**config.mk**
```make
export PLATFORM = sky130hd
export DESIGN_NAME = rs_dispatch_ctrl
export DESIGN_NICKNAME = d
export VERILOG_FILES = /design/src/rtl/rs_dispatch_ctrl.sv
export SDC_FILE = /design/constraint.sdc
export NUM_CORES = 1
export LEC_CHECK = 0
export BUFFER_PORTS_ARGS = -buffer_cell sky130_fd_sc_hd__buf_2
export CAP_MARGIN = 40
export CORE_ASPECT_RATIO = 0.9
export CORE_MARGIN = 8
export CORE_UTILIZATION = 49
export DETAILED_ROUTE_END_ITERATION = 7
export GPL_TIMING_DRIVEN = 0
export PLACE_DENSITY = 0.76
export SYNTH_ARGS = -nofsm -noshare
export SYNTH_HDL_FRONTEND = slang
export SYNTH_SLANG_ARGS = --single-unit
```
**constraint.sdc**
```tcl
create_clock -name clk -period 3.3 [get_ports clk]
set_clock_uncertainty 0.2 [all_clocks]
set_input_delay 0.66 -clock clk [delete_from_list [all_inputs] [get_ports clk]]
set_output_delay 0.66 -clock clk [all_outputs]
set_load 0.05 [all_outputs]
```
**src/rtl/rs_dispatch_ctrl.sv**
```systemverilog
// rs_dispatch_ctrl: dual-slot dispatch into ALU/LSU/BRU reservation stations with credit and ROB-tail tracking.
module rs_dispatch_ctrl #(
    parameter int NUM_RS_ENTRIES = 16,
    parameter int ROB_WIDTH      = 4
) (
    input  logic                 clk,
    input  logic                 rst,
    input  logic                 flush,
    input  logic [ROB_WIDTH-1:0] flush_rob_id,
    input  logic                 in_valid_0,
    input  logic                 in_valid_1,
    input  logic [1:0]           in_class_0,
    input  logic [1:0]           in_class_1,
    input  logic [ROB_WIDTH:0]   rob_free,
    input  logic [2:0]           issue_valid,
    output logic [2:0]           dispatch_valid_0,
    output logic [2:0]           dispatch_valid_1,
    output logic [ROB_WIDTH-1:0] rob_id_0,
    output logic [ROB_WIDTH-1:0] rob_id_1,
    output logic                 accept_0,
    output logic                 accept_1,
    output logic                 stall_dispatch,
    output logic [31:0]          stall_cycles
);
    localparam int CW = $clog2(NUM_RS_ENTRIES) + 1;
    localparam logic [CW-1:0] FULL = CW'(NUM_RS_ENTRIES);

    logic [CW-1:0]        cred [3];
    logic [CW:0]          cred_sum [3];
    logic [ROB_WIDTH-1:0] rob_tail;
    logic [CW-1:0]        avail_0, avail_1;
    logic                 live;

    // Availability comes from registered credits only; issue pulses land next cycle.
    always_comb begin
        live = !rst && !flush;
        avail_0 = in_class_0 == 2'd0 ? cred[0] : in_class_0 == 2'd1 ? cred[1] : cred[2];
        avail_1 = in_class_1 == 2'd0 ? cred[0] : in_class_1 == 2'd1 ? cred[1] : cred[2];
        accept_0 = live && in_valid_0 && rob_free != '0 &&
                   (in_class_0 == 2'd3 || avail_0 != '0);
        accept_1 = accept_0 && in_valid_1 && rob_free > (ROB_WIDTH+1)'(1) &&
                   (in_class_1 == 2'd3 || int'(avail_1) >= (in_class_1 == in_class_0 ? 2 : 1));
        dispatch_valid_0 = accept_0 && in_class_0 != 2'd3 ? 3'b001 << in_class_0 : 3'b000;
        dispatch_valid_1 = accept_1 && in_class_1 != 2'd3 ? 3'b001 << in_class_1 : 3'b000;
        stall_dispatch = live && ((in_valid_0 && !accept_0) || (in_valid_1 && !accept_1));
        rob_id_0 = rob_tail;
        rob_id_1 = rob_tail + 1'b1;
        for (int k = 0; k < 3; k++)
            cred_sum[k] = {1'b0, cred[k]} + (CW+1)'(issue_valid[k])
                        - (CW+1)'(dispatch_valid_0[k]) - (CW+1)'(dispatch_valid_1[k]);
    end

    always_ff @(posedge clk or posedge rst) begin
        if (rst) begin
            cred         <= '{default: FULL};
            rob_tail     <= '0;
            stall_cycles <= '0;
        end else if (flush) begin
            cred     <= '{default: FULL};
            rob_tail <= flush_rob_id;
        end else begin
            for (int k = 0; k < 3; k++)
                cred[k] <= cred_sum[k][CW-1:0];
            rob_tail <= rob_tail + ROB_WIDTH'(accept_0) + ROB_WIDTH'(accept_1);
            if (stall_dispatch && stall_cycles != '1)
                stall_cycles <= stall_cycles + 1'b1;
        end
    end

    // Underflow wraps into the top bit of the widened sum, so one bound catches both errors.
    for (genvar k = 0; k < 3; k++) begin : g_chk
        a_cred_range: assert property (@(posedge clk) disable iff (rst)
            !flush |-> cred_sum[k] <= (CW+1)'(NUM_RS_ENTRIES));
    end
endmodule
```
# Yosys cells after proc, flatten, opt, wreduce, memory -nomap -nowiden
# Cells that the tools add are included.
dict set report classes {
  n_eq_ne 8
  order_cmp 2
  muxes 9
  shifts 2
  n_reduce_logical 25
  addsub 13
  bitwise 1
}
# operator n
set op_table {}
lappend op_table {{adder 32 x 1 -> 32 bit (second input constant)} 1}
lappend op_table {{inequality test 32 bit (second input constant)} 1}
lappend op_table {{subtractor 5 x 1 -> 5 bit} 6}
lappend op_table {{two-way mux 5 bit} 4}
lappend op_table {{adder 5 x 1 -> 5 bit} 3}
lappend op_table {{two-way mux 15 bit} 1}
lappend op_table {{logical AND 1 bit} 13}
lappend op_table {{nonzero test 5 bit} 2}
lappend op_table {{adder 4 x 1 -> 4 bit} 2}
lappend op_table {{two-way mux 3 bit} 2}
lappend op_table {{left shift 1 x 2 -> 3 bit (first input constant)} 2}
lappend op_table {{greater-or-equal comparator 5 x 2 -> 1 bit} 1}
lappend op_table {{> comparator 5 x 1 -> 1 bit (second input constant)} 1}
lappend op_table {{adder 4 x 1 -> 4 bit (second input constant)} 1}
lappend op_table {{== test 2 x 1 -> 1 bit (second input constant)} 2}
lappend op_table {{== test 2 bit (second input constant)} 2}
lappend op_table {{logical NOT 1 bit} 4}
lappend op_table {{logical NOT 2 bit} 2}
lappend op_table {{two-way mux 4 bit} 1}
lappend op_table {{inequality test 2 bit (second input constant)} 2}
lappend op_table {{logical OR 1 bit} 3}
lappend op_table {{== test 2 bit} 1}
lappend op_table {{two-way mux 2 bit} 1}
lappend op_table {{AND reduction 2 bit} 1}
lappend op_table {{inverter 1 bit} 1}
dict set report totals {
  out_inout_bits 49
  word_cells 65
  register_bits 51
  input_bits 21
}

# Logic depth before layout (Yosys ltp)
# Gate-level depths: netlist of run 1.
dict set report logic_depth {
  depth_word 15
  ltp_mapped 20
  mapped_depth_nobuf 19
}

# Least setup slack after synthesis of run 1
# OpenSTA, ideal clock, no wires.
dict set report synth_timing {
  path_type {input port to flip-flop}
  startpoint {input in_class_1[1]}
  endpoint {register cred[12] in the netlist's numbering}
  path_slack_ps -837
  cell_stages 16
  required_ps 2967
  setup_time_ps 133
  arrival_time_ps 3804
  path_cell_list {clkbuf_1 -> xnor2_1 -> nand2_1 -> ha_1 -> nor2b_1 -> o221ai_1 -> nand4_1 -> or3_1 -> or3_1 -> fa_1 -> inv_1 -> ha_1 -> inv_1 -> ha_1 -> fa_1 -> nor2b_1}
}
dict set report synth_via {
  elab_chain_cells 10
  word_cells_on_any_way 16
  classes_between {add/sub: 1; order compare: 1; eq/ne: 4; shift: 1; mux: 5; reduce/logical: 4}
}
# item line_no
set synth_lines {}
lappend synth_lines {{start, declared} 13} ;# input logic [1:0] in_class_1,
lappend synth_lines {{== test 2 x 1 -> 1 bit} 38} ;# avail_1 = in_class_1 == 2'd0 ? cred[0] : in_class_1 == 2'd1 ? cred[1] : cred[2];
lappend synth_lines {{two-way mux 5 bit (2 in a row)} 38}
lappend synth_lines {{greater-or-equal comparator 5 x 2 -> 1 bit} 42} ;# (in_class_1 == 2'd3 || int'(avail_1) >= (in_class_1 == in_class_0 ? 2 : 1));
lappend synth_lines {{logical OR 1 bit} 42}
lappend synth_lines {{logical AND 1 bit} 41} ;# accept_1 = accept_0 && in_valid_1 && rob_free > (ROB_WIDTH+1)'(1) &&
lappend synth_lines {{logical AND 1 bit} 44} ;# dispatch_valid_1 = accept_1 && in_class_1 != 2'd3 ? 3'b001 << in_class_1 : 3'b000;
lappend synth_lines {{two-way mux 3 bit (*)} 44}
lappend synth_lines {{subtractor 5 x 1 -> 5 bit (*)} 50} ;# - (CW+1)'(dispatch_valid_0[k]) - (CW+1)'(dispatch_valid_1[k]);
lappend synth_lines {{two-way mux 15 bit (*)} 58} ;# end else if (flush) begin
lappend synth_lines {{end signal, assigned by index} 63} ;# cred[k] <= cred_sum[k][CW-1:0];
lappend synth_lines {{end, declared} 28} ;# logic [CW-1:0] cred [3];
# Mark *: on every way between the ends. The rest lies on a longest branch, timed or not.
# A chain may end at the register's enable or synchronous reset.

# Worst setup path after layout of run 1
dict set report layout_timing {
  startpoint {input in_class_1[0]}
  endpoint {register cred[12] in the netlist's numbering}
}
# The elaborated chain is that of the path after synthesis.

==> results of run 1 <==
per-stage QoR:
stage	TNS [ns]	area (um2)	instances
final	-6.58	4140	478
after global routing	-9.34	4140	478
after CTS	-4.44	4060	470
after detailed placement	-12.42	3750	456
after global placement	-9.73	3730	455
after floorplan	-5.53	3290	302
report_power, final:
group          internal [W]  switching [W]
logic              0.000252       0.000461
clock network      0.000172       0.000218
registers          0.000714       0.000103
total               0.00114       0.000782
final timing paths:
path / startpoint / end / slack [ns]
min in group clk: stall_cycles[14] / stall_cycles[14] / 0.29
max in group asynchronous: rst / cred[4] / 2.03
worst min register to register: stall_cycles[14] / stall_cycles[14] / 0.29
worst max register to register: cred[5] / cred[12] / -0.54
worst max-delay path: in_class_1[0] / cred[12] / -0.59
worst min-delay path: rst / stall_cycles[16] / 0.25
cells in the mapped netlist, drive strengths merged (3+ instances only):
| library cell | instances | area [um2] |
|---|---|---|
| dfrtp | 48 | 1200 |
| inv | 30 | 113 |
| xnor2 | 29 | 254 |
| ha | 20 | 250 |
| nand2 | 18 | 67.6 |
| xor2 | 17 | 149 |
| nand4 | 16 | 100 |
| nor2 | 16 | 60.1 |
| nand3 | 13 | 65.1 |
| nor2b | 10 | 62.6 |
| nor3 | 8 | 60.1 |
| fa | 7 | 140 |
| and4 | 6 | 52.6 |
| clkbuf | 6 | 22.5 |
| a21oi | 5 | 25.0 |
| and3 | 5 | 31.3 |
| nor4 | 5 | 67.6 |
| nand2b | 4 | 25.0 |
| o21ai | 4 | 23.8 |
| a21o | 3 | 22.5 |
| buf | 3 | 27.5 |
| dfstp | 3 | 78.8 |
| nor3b | 3 | 22.5 |
| or3 | 3 | 18.8 |
logic make-up (layout without fill, tap and decap cells):
kind of cell | count (synthesis) | in the layout | synth area share [%]
adders and majority gates | 27 | 27 | 12.3
muxes | 4 | 4 | 1.35
DFF | 51 | 51 | 40.5
AOI/OAI and AO/OA | 19 | 19 | 5.46
and+or+nand+nor | 116 | 116 | 22.5
xor gates and xnor gates | 46 | 46 | 12.7
buffers and inverters | 39 | 128 | 5.14
sequential cells by signal, summed over array words and instances, names as in the netlist:
name and count:
stall_cycles 32, cred 15, rob_id_0 4
metal layers:
metal  routed length (um)  GRT usage, %  vias to the layer above  share of wire (%)
li1                     -             -                     1204                  -
met1                 3400          21.4                     1226                 45
met2                 3830          28.2                       46                 51
met3                  246          2.79                        6                3.3
met4                   74          4.15                        0               0.98
met5                    0             0                        -                  0
cell type report:
| class | instances | area (um2) |
|---|---|---|
| buffer | 9 | 75.1 |
| clock buffer | 6 | 82.6 |
| clock inverter | 2 | 16.3 |
| fill | 472 | 2040 |
| inverter | 30 | 113 |
| multi-input combinational | 212 | 1980 |
| sequential | 51 | 1280 |
| tap | 87 | 109 |
| timing repair buffer | 81 | 487 |
what timing repair did:
action / 4_1_cts / 5_1_grt
gates cloned: 0 / 0
buffers inserted: 6 / 8
setup endpoints to repair: 18 / 25
pin swaps: 14 / 7
gates resized for setup: 34 / 4
==> impl_metrics.toml, run 1 <==
[sta]
period_needed_ns = 3.89
timing.final.crit_share_pct = 118
fmax_mhz = 257
post-route-worst-setup-slack_ns = -0.593
slew_viol_final = 0
rsz0062_at_grt = "yes"
hold_violations = 0
slew_headroom_pct = 61.8
setup-violations-final = 20
fin_hold_ws_ns = 0.251
worst_slew_pin_slew_ns = 0.573

[clock_network]
numCtsBuffers = 5
clkTransAtPathRegs_ns = 0.10
cts_max_path_buffers = 2
clock_sinks = 51
cts_tree = "done"
ctsHtreeMaxLevel = 2
clk_latency_ns = 0.31
root_buffer = "clkbuf_8"
cts.hold.buffers_added = 0

[critical_path]
cp_num_buf_inv = 1
cp-start-kind = "input port"
critPathCaptureType = "flop"
cp.depth = 15
worstPathRequired_ns = 3.28
cp_top_family = "adder cells"
cpPeakStageDelay_ns = 0.57
crit_path_cell_trace = "buf_12, mux2i_1, nor2_1, a21oi_1, ha_1, nor2b_1, o211ai_1, nand4_1, or3_4, or3_4, fa_2, ha_4, ha_4, fa_2, nor2b_1"
slowest_stage = "fa_2"
crit_fanout = 5
path_class = "in -> reg"
arrival_ns = 3.88
reg2regPathDepth = 14

[grt]
grt_pass1_vias = 2534
grt_overflow = 0
antenna_found_initial = 0
grt_pass1_wl_um = 12500
grtUsageTotal_pct = 16.6
grt_max_degree = 27

[placement]
port_buffers = 66
dpl_worst_slack_ns = -0.983
globalplace.congestion = 0.820
dpl.hpwl_um = 5660

[yosys]
synth_edf_count = 0
synth-seq-area-share_pct = 40.5
synthCells = 302
synth_nets = 350
netlist_area_mm2 = 0.00316
synthFlopType = "dfrtp_1"
ys_async_sr_fraction_pct = 100
synth_cell_types = 44
synth_area_per_cell_um2 = 10.5
yosysWarnings = 0
ys_ff_latch = 51

[floorplanning]
initial_core_util_pct = 51.1
core_area_mm2 = 0.00618
rows = 27
ios = 70
die_h_um = 92.2
die_w_um = 101
die_area_mm2 = 0.00928

[drt]
wl_per_cell_um = 15.8
detail_route.vias_per_cell = 5.19
drtIter0Drc = 108
antenna_left = 0
finalWirelength_um = 7550
via_count = 2482
drc = 0
drt_pass1_iterations = 4

[status]
violations = "setup timing"
outcome = "finished, violations left"

[power_and_ir_drop]
vdd_drop_max_mv = 0.281
powerDensity_mw_per_mm2 = 464
p_leak_nw = 1.97
p_total_w = 0.00192

[cells_and_area]
utilization_pct = 67.0
layout_commonest_cell = "buf_2"
antenna_cells = 0
drive_gt1_share_pct = 40.2
area_growth_pct = 30.9
final_nets = 438
final_cell_mix = "buf_2, dfrtp_1, xnor2_1"

[hold_path]
hp-class = "in -> async"

[job]
max_cap_viol_count = 0
Power figures use the tool's default switching activity.
==> run 2, diff against run 1 <==
--- a/config.mk
+++ b/config.mk
@@ -12,7 +12,7 @@
 export CORE_UTILIZATION = 49
 export DETAILED_ROUTE_END_ITERATION = 7
 export GPL_TIMING_DRIVEN = 0
-export PLACE_DENSITY = 0.76
+export PLACE_DENSITY = 0.72
 export SYNTH_ARGS = -nofsm -noshare
 export SYNTH_HDL_FRONTEND = slang
 export SYNTH_SLANG_ARGS = --single-unit
==> impl_metrics.toml, run 2 (synthesis results as in run 1) <==
[critical_path]
cpPeakStageDelay_ns = 0.56
crit_path_cell_trace = "buf_12, mux2i_2, nor2_1, a21oi_1, ha_1, nor2b_2, o211ai_1, nand4_1, or3_4, or3_4, fa_2, ha_4, ha_4, fa_2, nor2b_1"
worstPathRequired_ns = 3.29
path_class = "in -> reg"
critPathCaptureType = "flop"
slowest_stage = "fa_2"
arrival_ns = 3.94
crit_fanout = 5
cp-start-kind = "input port"

[power_and_ir_drop]
p_total_w = 0.00201
p_sw_w = 0.000799
p_seq_share_pct = 40.8
powerDensity_mw_per_mm2 = 462
clkPwrFrac_pct = 22.0
combPwrFrac_pct = 37.2
swShare_pct = 39.8
vdd_drop_max_mv = 0.309
p_leak_nw = 2.09
p_int_w = 0.00121

[sta]
worst_slew_pin_slew_ns = 0.553
slew_headroom_pct = 63.1
fmax_mhz = 253
timing.final.crit_share_pct = 120
rsz0062_at_grt = "yes"
finalSetupTns_ns = -17.21
hold_violations = 0
period_needed_ns = 3.95
post-route-worst-setup-slack_ns = -0.649
setup-violations-final = 54
slew_viol_final = 0

[grt]
grt_pass1_wl_um = 13300
grt_pass1_vias = 2798
antenna_found_initial = 0
grtUsageTotal_pct = 18.1
grt_max_degree = 29
grt_overflow = 0

[floorplanning]
die_h_um = 92.2
core_area_mm2 = 0.00618
initial_core_util_pct = 51.1
ios = 70
die_w_um = 101
rows = 27
die_area_mm2 = 0.00928

[placement]
dpl.cell_count = 456
place_area_mm2 = 0.00375
port_buffers = 66
dpl.hpwl_um = 5550
globalplace.congestion = 0.789

[cells_and_area]
layout_commonest_cell = "buf_2"
drive_gt1_share_pct = 44.8
final_cell_mix = "buf_2, dfrtp_1, xnor2_1"
design_area_mm2 = 0.00435
antenna_cells = 0
final_nets = 452
fin_cells = 491
area_growth_pct = 37.5
largest_reg_flops = 32
regMostFlops = "stall_cycles"

[clock_network]
root_buffer = "clkbuf_8"
clkTransAtPathRegs_ns = 0.10
clock_sinks = 51
cts_max_path_buffers = 2
ctsHtreeMaxLevel = 2
clk_latency_ns = 0.31
numCtsBuffers = 5
cts.hold.buffers_added = 0
cts_tree = "done"

[hold_path]
hp-class = "in -> async"

[drt]
antenna_left = 0
drt_pass1_iterations = 4
wl_per_cell_um = 17.3
via_count = 2604
finalWirelength_um = 8480
drc = 0
drtIter0Drc = 101
detail_route.vias_per_cell = 5.30

[status]
outcome = "finished, violations left"
violations = "setup timing"

[job]
max_cap_viol_count = 0
run 2: layout make-up:
| cell class | count | area, um2 |
|---|---|---|
| Sequential cell | 51 | 1280 |
| Multi-Input combinational cell | 212 | 2030 |
| Buffer | 9 | 78.8 |
| Tap cell | 87 | 109 |
| Inverter | 30 | 115 |
| Timing Repair Buffer | 95 | 627 |
| Clock inverter | 2 | 37.5 |
| Clock buffer | 5 | 68.8 |
| Fill cell | 453 | 1840 |
run 2: per-layer routing:
| layer | vias to the layer above | global-route usage (%) | wire, um |
|---|---|---|---|
| met2 | 64 | 29.7 | 4210 |
| met1 | 1287 | 22.5 | 3800 |
| met4 | 0 | 8.30 | 194 |
| li1 | 1237 | - | - |
| met5 | - | 0 | 0 |
| met3 | 16 | 3.25 | 274 |
run 2: timing repair:
| item | CTS | global route |
|---|---|---|
| setup endpoints to repair | 18 | 58 |
| pin swaps | 24 | 12 |
| hold endpoints to repair | 0 | 0 |
| cloned | 0 | 0 |
| resized for setup | 41 | 24 |
| setup buffers | 16 | 12 |
run 2: critical path: cells and delay by family:
kind,cells,cell delay (ns)
buf+inv,1,0.11
compound gates,2,0.26
simple gates,6,1.33
fa+ha+maj,5,1.43
mux,1,0.15
run 2: worst paths after layout:
path	end	cells after the start	slack (ns)	from
min reg2reg	stall_cycles[14]	1	0.29	stall_cycles[14]
min	cred[13]	2	0.24	rst
max	cred[12]	15	-0.65	in_class_1[0]
min in group clk	stall_cycles[14]	1	0.29	stall_cycles[14]
max in group asynchronous	cred[4]	3	2.06	rst
max reg2reg	cred[12]	13	-0.57	cred[6]
run 2: stage by stage:
stage	hold slack [ns]	utilization, %	worst slack (ns)
finish	0.236	70.3	-0.649
global route	0.274	70.3	-0.766
CTS	0.251	67.0	-0.533
detailed placement	0.274	60.7	-0.937
global placement	0.276	60.4	-0.901
floorplan	0.408	-	-0.659
run 2: power groups by stage:
stage | combinational [W] | clock, W | sequential [W]
after global routing | 0.000811 | 0.000470 | 0.000835
after floorplan | 0.000354 | 0 | 0.000963
after detailed placement | 0.000654 | 0 | 0.000822
after CTS | 0.000710 | 0.000446 | 0.000811
after global placement | 0.000638 | 0 | 0.000819
final | 0.000748 | 0.000442 | 0.000820
==> run 3, diff against run 2 <==
==> constraint.sdc (replaced) <==
create_clock -name clk -period 3.5 [get_ports clk]
set_clock_uncertainty 0.2 [all_clocks]
set_input_delay 0 -clock clk [delete_from_list [all_inputs] [get_ports clk]]
set_output_delay 0 -clock clk [all_outputs]
set_load 0.05 [all_outputs]
==> impl_metrics.toml, run 3 (synthesis results as in run 1) <==
[drt]
via_count = 2618
antenna_left = 0
wl_met3_um = 346
drtIter0Drc = 69
detail_route.vias_per_cell = 5.31
wl_per_cell_um = 16.7
top_layer_used = "met4"
drt_pass1_iterations = 4
finalWirelength_um = 8260
drc = 0
wl_met2_um = 4130
met1_length_um = 3620

[clock_network]
numCtsBuffers = 5
cts_tree = "done"
clock_sinks = 51
root_buffer = "clkbuf_8"
cts.hold.buffers_added = 5
clk_latency_ns = 0.32
cts_max_path_buffers = 2
ctsHtreeMaxLevel = 2
clkTransAtPathRegs_ns = 0.11

[status]
outcome = "finished, violations left"
violations = "hold timing, setup timing"

[placement]
dpl.hpwl_um = 5700
port_buffers = 66
globalplace.congestion = 0.780

[grt]
grt_pass1_wl_um = 13200
grtUsageTotal_pct = 17.7
grt_pass1_vias = 2699
antenna_found_initial = 1
grt_overflow = 0
grt_max_degree = 33

[sta]
fmax_mhz = 262
worst_slew_pin_slew_ns = 0.594
slew_viol_final = 0
hold_violations = 1
post-route-worst-setup-slack_ns = -0.310
slew_headroom_pct = 60.4
finalSetupTns_ns = -6.96
timing.final.crit_share_pct = 109
setup-violations-final = 40
rsz0062_at_grt = "yes"
period_needed_ns = 3.81
fin_hold_ws_ns = -0.0129

[cells_and_area]
utilization_pct = 68.0
area_growth_pct = 32.9
largest_reg_flops = 32
layout_commonest_cell = "buf_2"
final_cell_mix = "buf_2, dfrtp_1, xnor2_1"
regMostFlops = "stall_cycles"
final_nets = 452
drive_gt1_share_pct = 39.5

[job]
max_cap_viol_count = 0

[critical_path]
worstPathRequired_ns = 3.56
crit_fanout = 3
r2r_start = "cred[6]"
arrival_ns = 3.87
critPathCaptureType = "flop"
crit_start = "cred[6]"
cp-start-kind = "flop"
path_class = "reg -> reg"

[power_and_ir_drop]
vdd_drop_max_mv = 0.448
p_leak_nw = 2.03
p_total_w = 0.00190
powerDensity_mw_per_mm2 = 452

[floorplanning]
rows = 27
die_h_um = 92.2
die_w_um = 101
initial_core_util_pct = 51.1
ios = 70
core_area_mm2 = 0.00618
die_area_mm2 = 0.00928

[hold_path]
hp-class = "in -> reg"
worstHoldStart = "flush"
## run 3: per-layer routing
layer | track usage, % | vias to the layer above
li1 | - | 1236
met1 | 22.2 | 1304
met2 | 29.1 | 63
met3 | 3.70 | 15
met4 | 6.92 | 0
met5 | 0 | -
## run 3: power by group
group	leakage (nW)	internal [W]	total, W	switching, W
combinational	1.30	0.000251	0.000691	0.000440
sequential	0.670	0.000674	0.000769	0.0000955
clock	0.0548	0.000216	0.000438	0.000222
## run 3: per-stage QoR
step	setup slack, ns	instances	instance area (um2)	hold WS [ns]
after floorplan	-0.0428	302	3170	-0.0790
after global placement	-0.310	455	3610	0.0101
after detailed placement	-0.378	456	3630	-0.108
after CTS	-0.278	481	4030	0.00186
after global routing	-0.472	493	4200	-0.00670
final	-0.310	493	4200	-0.0129
## run 3: timing repair
action / 4_1_cts / 5_1_grt
setup buffers: 12 / 10
hold endpoints to repair: 60 / 1
gates resized for setup: 36 / 18
setup endpoints to repair: 10 / 45
gates cloned: 0 / 1
pin swaps: 16 / 8
## run 3: path summary, 6_finish.rpt
check / endpoint / slack (ns) / cells past startpoint
max in group asynchronous: cred[9] / 2.40 / 4
worst min-delay path: rob_id_0[0] / -0.01 / 2
worst max-delay path: cred[14] / -0.31 / 16
worst min register to register: stall_cycles[14] / 0.30 / 1
worst max register to register: cred[14] / -0.31 / 16
min in group asynchronous: cred[2] / 0.12 / 3
## run 3: cell type report
| type | instances | area, um2 |
|---|---|---|
| antenna | 1 | 2.50 |
| buffer | 9 | 53.8 |
| clock buffer | 5 | 68.8 |
| clock inverter | 3 | 46.3 |
| fill | 470 | 1980 |
| inverter | 30 | 118 |
| multi-input combinational | 212 | 1930 |
| sequential | 51 | 1280 |
| tap | 87 | 109 |
| timing repair buffer | 95 | 597 |
## run 3: worst max-delay path, cell delays in order, from the launching register on
cell and delay [ns]:
dfrtp_1 0.41, mux2i_1 0.18, o21ai_1 0.09, ha_1 0.30, inv_1 0.05, o211ai_1 0.20, nand4_1 0.16, or3_4 0.37
or3_4 0.35, fa_2 0.45, ha_4 0.18, ha_4 0.16, buf_4 0.13, a21o_1 0.17, a21oi_2 0.13, xnor2_1 0.13
nand2b_1 0.07
